`src/rtl/twostage_otp_decrypt.sv`:
```
// twostage_otp_decrypt
//
// Streaming decryptor for the two-stage OTP cipher. The encryptor forms
// C = rev(P ^ K) ^ K, and this block inverts it as P = rev(C ^ K) ^ K. The
// keystream K comes from a local 64-bit Fibonacci LFSR that must stay in step
// with the encryptor, so the LFSR advances once per accepted word and at no
// other time.
//
// Pipeline: stage 1 registers (C ^ K, K). Stage 2 registers
// rev(stage1 data) ^ stage1 key. Both stages use valid/ready handshakes with
// full backpressure.
//
// Ports:
//   clk           rising-edge clock
//   rst           asynchronous active-high reset
//   cipher_in     ciphertext word
//   cipher_valid  cipher_in is valid
//   cipher_ready  block accepts cipher_in this cycle (combinational)
//   plain_out     recovered plaintext (registered)
//   plain_valid   plain_out is valid
//   plain_ready   consumer accepts plain_out
//   resync        synchronous keystream reload to SEED; also flushes the pipeline
//   words_done    count of delivered plaintext words, wraps at 2^32
//
// Optional build macro DECRYPT_SEED_LOAD_EN adds:
//   seed_load     like resync, but the key is loaded from seed_in
//   seed_in       new keystream seed; zero is replaced by SEED
//
// Only WIDTH = 64 is supported because the LFSR taps are fixed.

module twostage_otp_decrypt #(
    parameter logic [63:0] SEED  = 64'h0000_0000_0000_0001,
    parameter int unsigned WIDTH = 64
) (
    input  logic             clk,
    input  logic             rst,
    input  logic [WIDTH-1:0] cipher_in,
    input  logic             cipher_valid,
    output logic             cipher_ready,
    output logic [WIDTH-1:0] plain_out,
    output logic             plain_valid,
    input  logic             plain_ready,
    input  logic             resync,
    output logic [31:0]      words_done
`ifdef DECRYPT_SEED_LOAD_EN
    ,
    input  logic             seed_load,
    input  logic [WIDTH-1:0] seed_in
`endif
);

    logic [WIDTH-1:0] key_q;
    logic [WIDTH-1:0] key_next;
    logic [WIDTH-1:0] s1_data_q;
    logic [WIDTH-1:0] s1_key_q;
    logic             s1_valid_q;
    logic [WIDTH-1:0] s1_rev;
    logic [WIDTH-1:0] plain_q;
    logic             plain_valid_q;
    logic [31:0]      words_done_q;

    logic             reload;
    logic [WIDTH-1:0] reload_key;
    logic             s2_load;
    logic             s1_load;
    logic             accept;
    logic             out_hs;

    // Both reload sources flush the pipeline. Only the loaded key differs.
`ifdef DECRYPT_SEED_LOAD_EN
    always_comb begin
        reload     = resync | seed_load;
        reload_key = SEED;
        // seed_load beats resync. A zero seed would lock the LFSR at zero.
        if (seed_load && (seed_in != '0)) begin
            reload_key = seed_in;
        end
    end
`else
    assign reload     = resync;
    assign reload_key = SEED;
`endif

    assign key_next = {key_q[WIDTH-2:0], key_q[63] ^ key_q[62] ^ key_q[60] ^ key_q[59]};

    assign s2_load = !plain_valid_q || plain_ready;
    assign s1_load = !s1_valid_q || s2_load;

    // s1_load expands to !s1_valid || !plain_valid || plain_ready. It must not
    // depend on cipher_valid. A reload cycle ignores the input entirely.
    assign cipher_ready = s1_load && !reload;
    assign accept       = cipher_valid && cipher_ready;
    assign out_hs       = plain_valid_q && plain_ready;

    always_comb begin
        s1_rev = '0;
        for (int i = 0; i < int'(WIDTH); i++) begin
            s1_rev[i] = s1_data_q[WIDTH-1-i];
        end
    end

    always_ff @(posedge clk or posedge rst) begin
        if (rst) begin
            key_q         <= SEED;
            s1_data_q     <= '0;
            s1_key_q      <= '0;
            s1_valid_q    <= 1'b0;
            plain_q       <= '0;
            plain_valid_q <= 1'b0;
            words_done_q  <= '0;
        end else if (reload) begin
            // Reload outranks every other event, including a pending output
            // handshake, so words_done does not move in this cycle.
            key_q         <= reload_key;
            s1_valid_q    <= 1'b0;
            plain_valid_q <= 1'b0;
        end else begin
            if (accept) begin
                key_q <= key_next;
            end
            if (out_hs) begin
                words_done_q <= words_done_q + 32'd1;
            end
            if (s2_load) begin
                plain_valid_q <= s1_valid_q;
                if (s1_valid_q) begin
                    plain_q <= s1_rev ^ s1_key_q;
                end
            end
            if (s1_load) begin
                s1_valid_q <= accept;
                if (accept) begin
                    s1_data_q <= cipher_in ^ key_q;
                    s1_key_q  <= key_q;
                end
            end
        end
    end

    assign plain_out   = plain_q;
    assign plain_valid = plain_valid_q;
    assign words_done  = words_done_q;

endmodule

```
`config.mk`:
```
export PLATFORM = sky130hd
export DESIGN_NAME = twostage_otp_decrypt
export DESIGN_NICKNAME = d
export VERILOG_FILES = /design/src/rtl/twostage_otp_decrypt.sv
export SDC_FILE = /design/constraint.sdc
export NUM_CORES = 1
export LEC_CHECK = 0
export BUFFER_PORTS_ARGS = -buffer_cell sky130_fd_sc_hd__buf_4
export CORE_AREA = 2 2 217 112
export CTS_CLUSTER_DIAMETER = 40
export CTS_CLUSTER_SIZE = 8
export DETAILED_ROUTE_END_ITERATION = 10
export DIE_AREA = 0 0 219 114
export HOLD_SLACK_MARGIN = 0.05
export PLACE_DENSITY = 0.76
export SYNTH_ARGS = -nofsm -noshare
export SYNTH_HDL_FRONTEND = slang
export SYNTH_SLANG_ARGS = --single-unit
```
`constraint.sdc`:
```
create_clock -name clk -period 7.2 [get_ports clk]
set_input_delay 0 -clock clk [delete_from_list [all_inputs] [get_ports clk]]
set_output_delay 0 -clock clk [all_outputs]
set_load 0.05 [all_outputs]
```
Word level (Yosys, flattened, before mapping):

Index checks and enable logic that the tools add are counted.

* add/sub/neg operators: 1
* multipliers: 0
* div/mod/pow operators: 0
* order comparisons: 0
* equal/unequal tests: 0
* shift-type cells: 0
* muxes and demuxes: 6
* bitwise gates (word level): 6
* reduce and logical (&&, ||, !) cells: 14

Operators by type and width (number)
* 64-bit 2-to-1 mux: 2
* 64-bit bitwise XOR: 2
* 32-bit by 1-bit adder with 32-bit output (second input constant): 1
* 3-bit AND reduction: 2
* 2-bit nonzero test: 3
* 1-bit 2-to-1 mux: 4
* 1-bit logical AND: 3
* 1-bit logical NOT: 3
* 1-bit bitwise XOR: 3
* 1-bit logical OR: 2
* 2-bit AND reduction: 1
* 1-bit NOT: 1

* register bits after elaboration: 290
* bits in latches: 0
* memory bits (writable): 0
* bits in read-only memories: 0
* logic and storage cells: 34
* memories kept: 0

Longest topological paths before layout:

* depth after elaboration: 7
* gate-level depth with buffers: 8
* gate-level depth less buffers: 5

Worst setup path before layout:

OpenSTA, ideal clock, no wires.

* kind: register to register
* from: register words_done_q[5] (netlist: words_done[5])
* to: register words_done_q[28] (netlist: words_done[28])
* arrival time: 1723 ps
* path slack: 5335 ps
* stages on the path, launching flop included: 5
* clock period less this slack: 1865 ps
* cell sequence: dfrtp_1 nand3_1 nor4_2 nand4_1 xnor2_1

* word-level cells in the longest chain between the ends: 1

Ends and longest elaborated chain
* from (decl): line 60 `logic [31:0] words_done_q;`
* from (signal assigned): line 122 `words_done_q <= words_done_q + 32'd1;`
* 32-bit by 1-bit adder with 32-bit output: line 122

No other way between the ends.
A chain may end at the register's enable or synchronous reset.

Worst setup path in the final report:

* from: register plain_valid_q (netlist: plain_valid)
* to: register s1_data_q[26]

* word-level cells in the longest chain between the ends: 6

Ends and longest elaborated chain
* from (decl): line 59 `logic plain_valid_q;`
* from (signal assigned): line 125 `plain_valid_q <= s1_valid_q;`
* 1-bit logical NOT (*): line 86 `assign s2_load = !plain_valid_q || plain_ready;`
* 1-bit logical OR (*): line 86
* 1-bit logical OR (*): line 87 `assign s1_load = !s1_valid_q || s2_load;`
* 1-bit logical AND: line 91 `assign cipher_ready = s1_load && !reload;`
* 1-bit logical AND: line 92 `assign accept = cipher_valid && cipher_ready;`
* 3-bit AND reduction (no line) (*)
* to (signal assigned): line 133 `s1_data_q <= cipher_in ^ key_q;`
* to (decl): line 54 `logic [WIDTH-1:0] s1_data_q;`

Every way passes the cells marked *; elsewhere a longest branch is shown, timed or not.

==> summary.txt <==
Placement
  • Pre-CTS WS: about 4.4 ns
  • Placed cell area: 13,300 um2
  • Gpl congestion: 0.788
  • DPL Wire Length: 18.0 mm
  • IO buf count: 166

Outcome
  • Status: finished, final reports clean

Timing
  • Post-route setup slack: 4.34 ns
  • Count of final setup violators: 0
  • Peak Freq: 349 MHz
  • Worst-Margin Slew: 1.03 ns
  • Final hold vios: 0
  • Setup TNS: 0 ns
  • Slew Limit Fails: 0
  • Slew margin rel.: 0.312
  • Layout Skew: around 0.018 ns
  • Period utilization: 0.398
  • RSZ-0062 raised after global routing: false
  • Final min period: about 2.9 ns

Floorplanning
  • Die height: 114 um
  • DIE WIDTH: 219 um
  • Io pins: between 150 and 200
  • Die footprint: between 20,000 and 25,000 um2
  • Initial Utilization: 0.507
  • Site Rows: 40
  • Core area: approximately 23,000 um2

Worst hold path
  • Hold Startpoint: cipher_valid
  • Hold path cells: 4
  • Worst min path class: input pin to flop
  • Worst hold path endpoint: s1_key_q[60]

Clock tree
  • Post-CTS setup buffer count: 0
  • Clk buf depth: 3
  • CTS tree: built
  • Clk root buf: clkbuf_16
  • Post_cts resized: 0
  • Clk sinks: just under 300
  • H-Tree Depth: 2
  • Num CTS Buffers: 42
  • Clk_lat worst skew: 0.53 ns
  • Clock transition at path regs: ~0.05 ns

Routing
  • First DRT Iteration DRCs: 839
  • Final WL: 28.4 mm
  • DR WL/cell: approximately 17 um
  • Via count: between 8,000 and 9,000
  • Post-route DRC: 0
  • First-pass DRT Iterations: 5
  • Via density: 5.15
  • Final ANT Viol Nets: 0

Worst setup path
  • Setup crit end kind: flop
  • CP startpoint kind: flop
  • Worst Path Required: between 7 and 8 ns
  • Worst path arrival time: 3.22 ns
  • Flop-to-flop setup slack: 4.34 ns
  • Worst reg2reg path endpoint: s1_data_q[26]
  • FF-to-FF path depth: 5
  • CP Max Fanout: 98
  • Crit Path Class: flop to flop
  • Critical R2R Launch: plain_valid

Finish
  • Final nets: 1,393
  • Commonest non-fill, non-tap cell in the layout: dfrtp_1
  • # diodes: 0
  • Share of layout cells above drive strength 1: 0.178
  • Util after Layout: 0.649
  • Most frequent cells in the layout: 289 x dfrtp_1, 266 x nand2_1, 175 x buf_4
  • Final instance area: 15,100 um2
  • Area Overhead vs Synth: 27.9%

Logic synthesis
  • Mapped Nets: 1,162
  • Mapped cell area: 11,800 um2
  • #FFs+latches synth: a little under 300
  • Ys flop type: dfrtp_1
  • Mean area per synthesized cell: 10.8 um2
  • EDFF count, synth: 0
  • Post-synth ARST share: 1.00
  • Yosys cell types: 31
  • Gate Count Post-Synth: 1,092
  • Post-synthesis sequential area ratio: 0.614
  • Synth Warn #: 0

Pwr
  • PwrDens: 296 nW/um2
  • Static leakage: 7.13 nW
  • Peak VDD IR: 0.000185 V

GRT
  • Initial antenna violation count: 0
  • Vias in the first global route: 8,217
  • Total gr overflow: 0
  • Largest net degree at the start of global routing: 158
  • GRT Resource Usage Total: 0.234
  • Global-route wire length before repair: roughly 45 mm

Job
  • Max Cap Viol: 0
## per-layer routing
| metal | wire length (um) | vias to the layer above | global-route usage |
|---|---|---|---|
| met5 | 0 | - | 0 |
| met2 | 11700 | 273 | 0.316 |
| li1 | - | 4082 | - |
| met3 | 2120 | 27 | 0.0579 |
| met1 | 14400 | 4113 | 0.379 |
| met4 | 248 | 0 | 0.0477 |
## registers in the layout, indices dropped and copies added (netlist names)
name	count
key_q	64
plain_out	64
plain_valid	1
s1_data_q	64
s1_key_q	64
s1_valid_q	1
words_done	32
## cell usage after synthesis, types with 2 or more instances
library cell / number / area [um2]
a21oi_1: 66 / 330
a22o_1: 63 / 552
and3_1: 7 / 43.8
and4_1: 2 / 17.5
buf_2: 42 / 210
buf_4: 5 / 37.5
clkbuf_1: 9 / 33.8
dfrtp_1: 289 / 7230
inv_1: 5 / 18.8
nand2_1: 266 / 998
nand3_1: 8 / 40.0
nand4_1: 15 / 93.8
nor2_1: 69 / 259
nor3_2: 2 / 20.0
nor3b_1: 2 / 15.0
nor4_2: 2 / 25.0
o21ai_0: 66 / 330
xnor2_1: 157 / 1380
xor2_1: 5 / 43.8
## timing repair
| action | 4_1_cts | 5_1_grt |
|---|---|---|
| hold buffers | 68 | 0 |
| hold endpoints to repair | 145 | 0 |
| setup endpoints to repair | 0 | 0 |
## power breakdown
part           switching, mW  leakage [nW]  internal [mW]
clock network          0.675         0.563           1.09
registers              0.102          3.77           1.77
logic                  0.557          2.80          0.275
## worst max-delay path: stages (launching register included)
cell and delay, ns:
dfrtp_1 0.48, nand3b_1 0.21, nand3_4 0.39, buf_4 0.52, buf_4 0.79, o21ai_0 0.25
## layout make-up
type / count / area (um2)
multi-input cells: 740 / 4290
well taps: 315 / 394
flip-flops and latches: 290 / 7260
repair buffers: 244 / 2010
clock inverters: 4 / 63.8
fillers: 1807 / 8190
clock buffers: 50 / 1090
inverters: 5 / 22.5
## worst max-delay path by stage
stage                     slack (ns)   startpoint             to  cells past startpoint
after CTS                       4.34  plain_valid  s1_data_q[26]                      5
after floorplan                 3.35          rst      key_q[10]                      1
after detailed placement        4.37  plain_valid  s1_data_q[18]                      5
final                           4.34  plain_valid  s1_data_q[26]                      5
after global placement          4.50  plain_valid  s1_data_q[39]                      5
after global routing            4.03  plain_valid  s1_data_q[34]                      5
## cell families after synthesis
group           count (synthesis)  synth area share
flops                         290             0.614
simple gates                  382             0.137
buf+inv                        62            0.0263
fa+ha+maj                       1           0.00106
xor+xnor                      162             0.120
compound gates                195             0.102
## per-stage QoR
step / instances / hold WS [ns] / power (mW)
after CTS: 1648 / 0.0526 / 4.51
after floorplan: 1092 / 0.121 / 2.43
after detailed placement: 1526 / 0.269 / 2.70
final: 1648 / 0.0749 / 4.47
after global placement: 1526 / 0.268 / 2.69
after global routing: 1648 / 0.0795 / 4.66
Note: power is estimated with default switching activity, not from simulation.
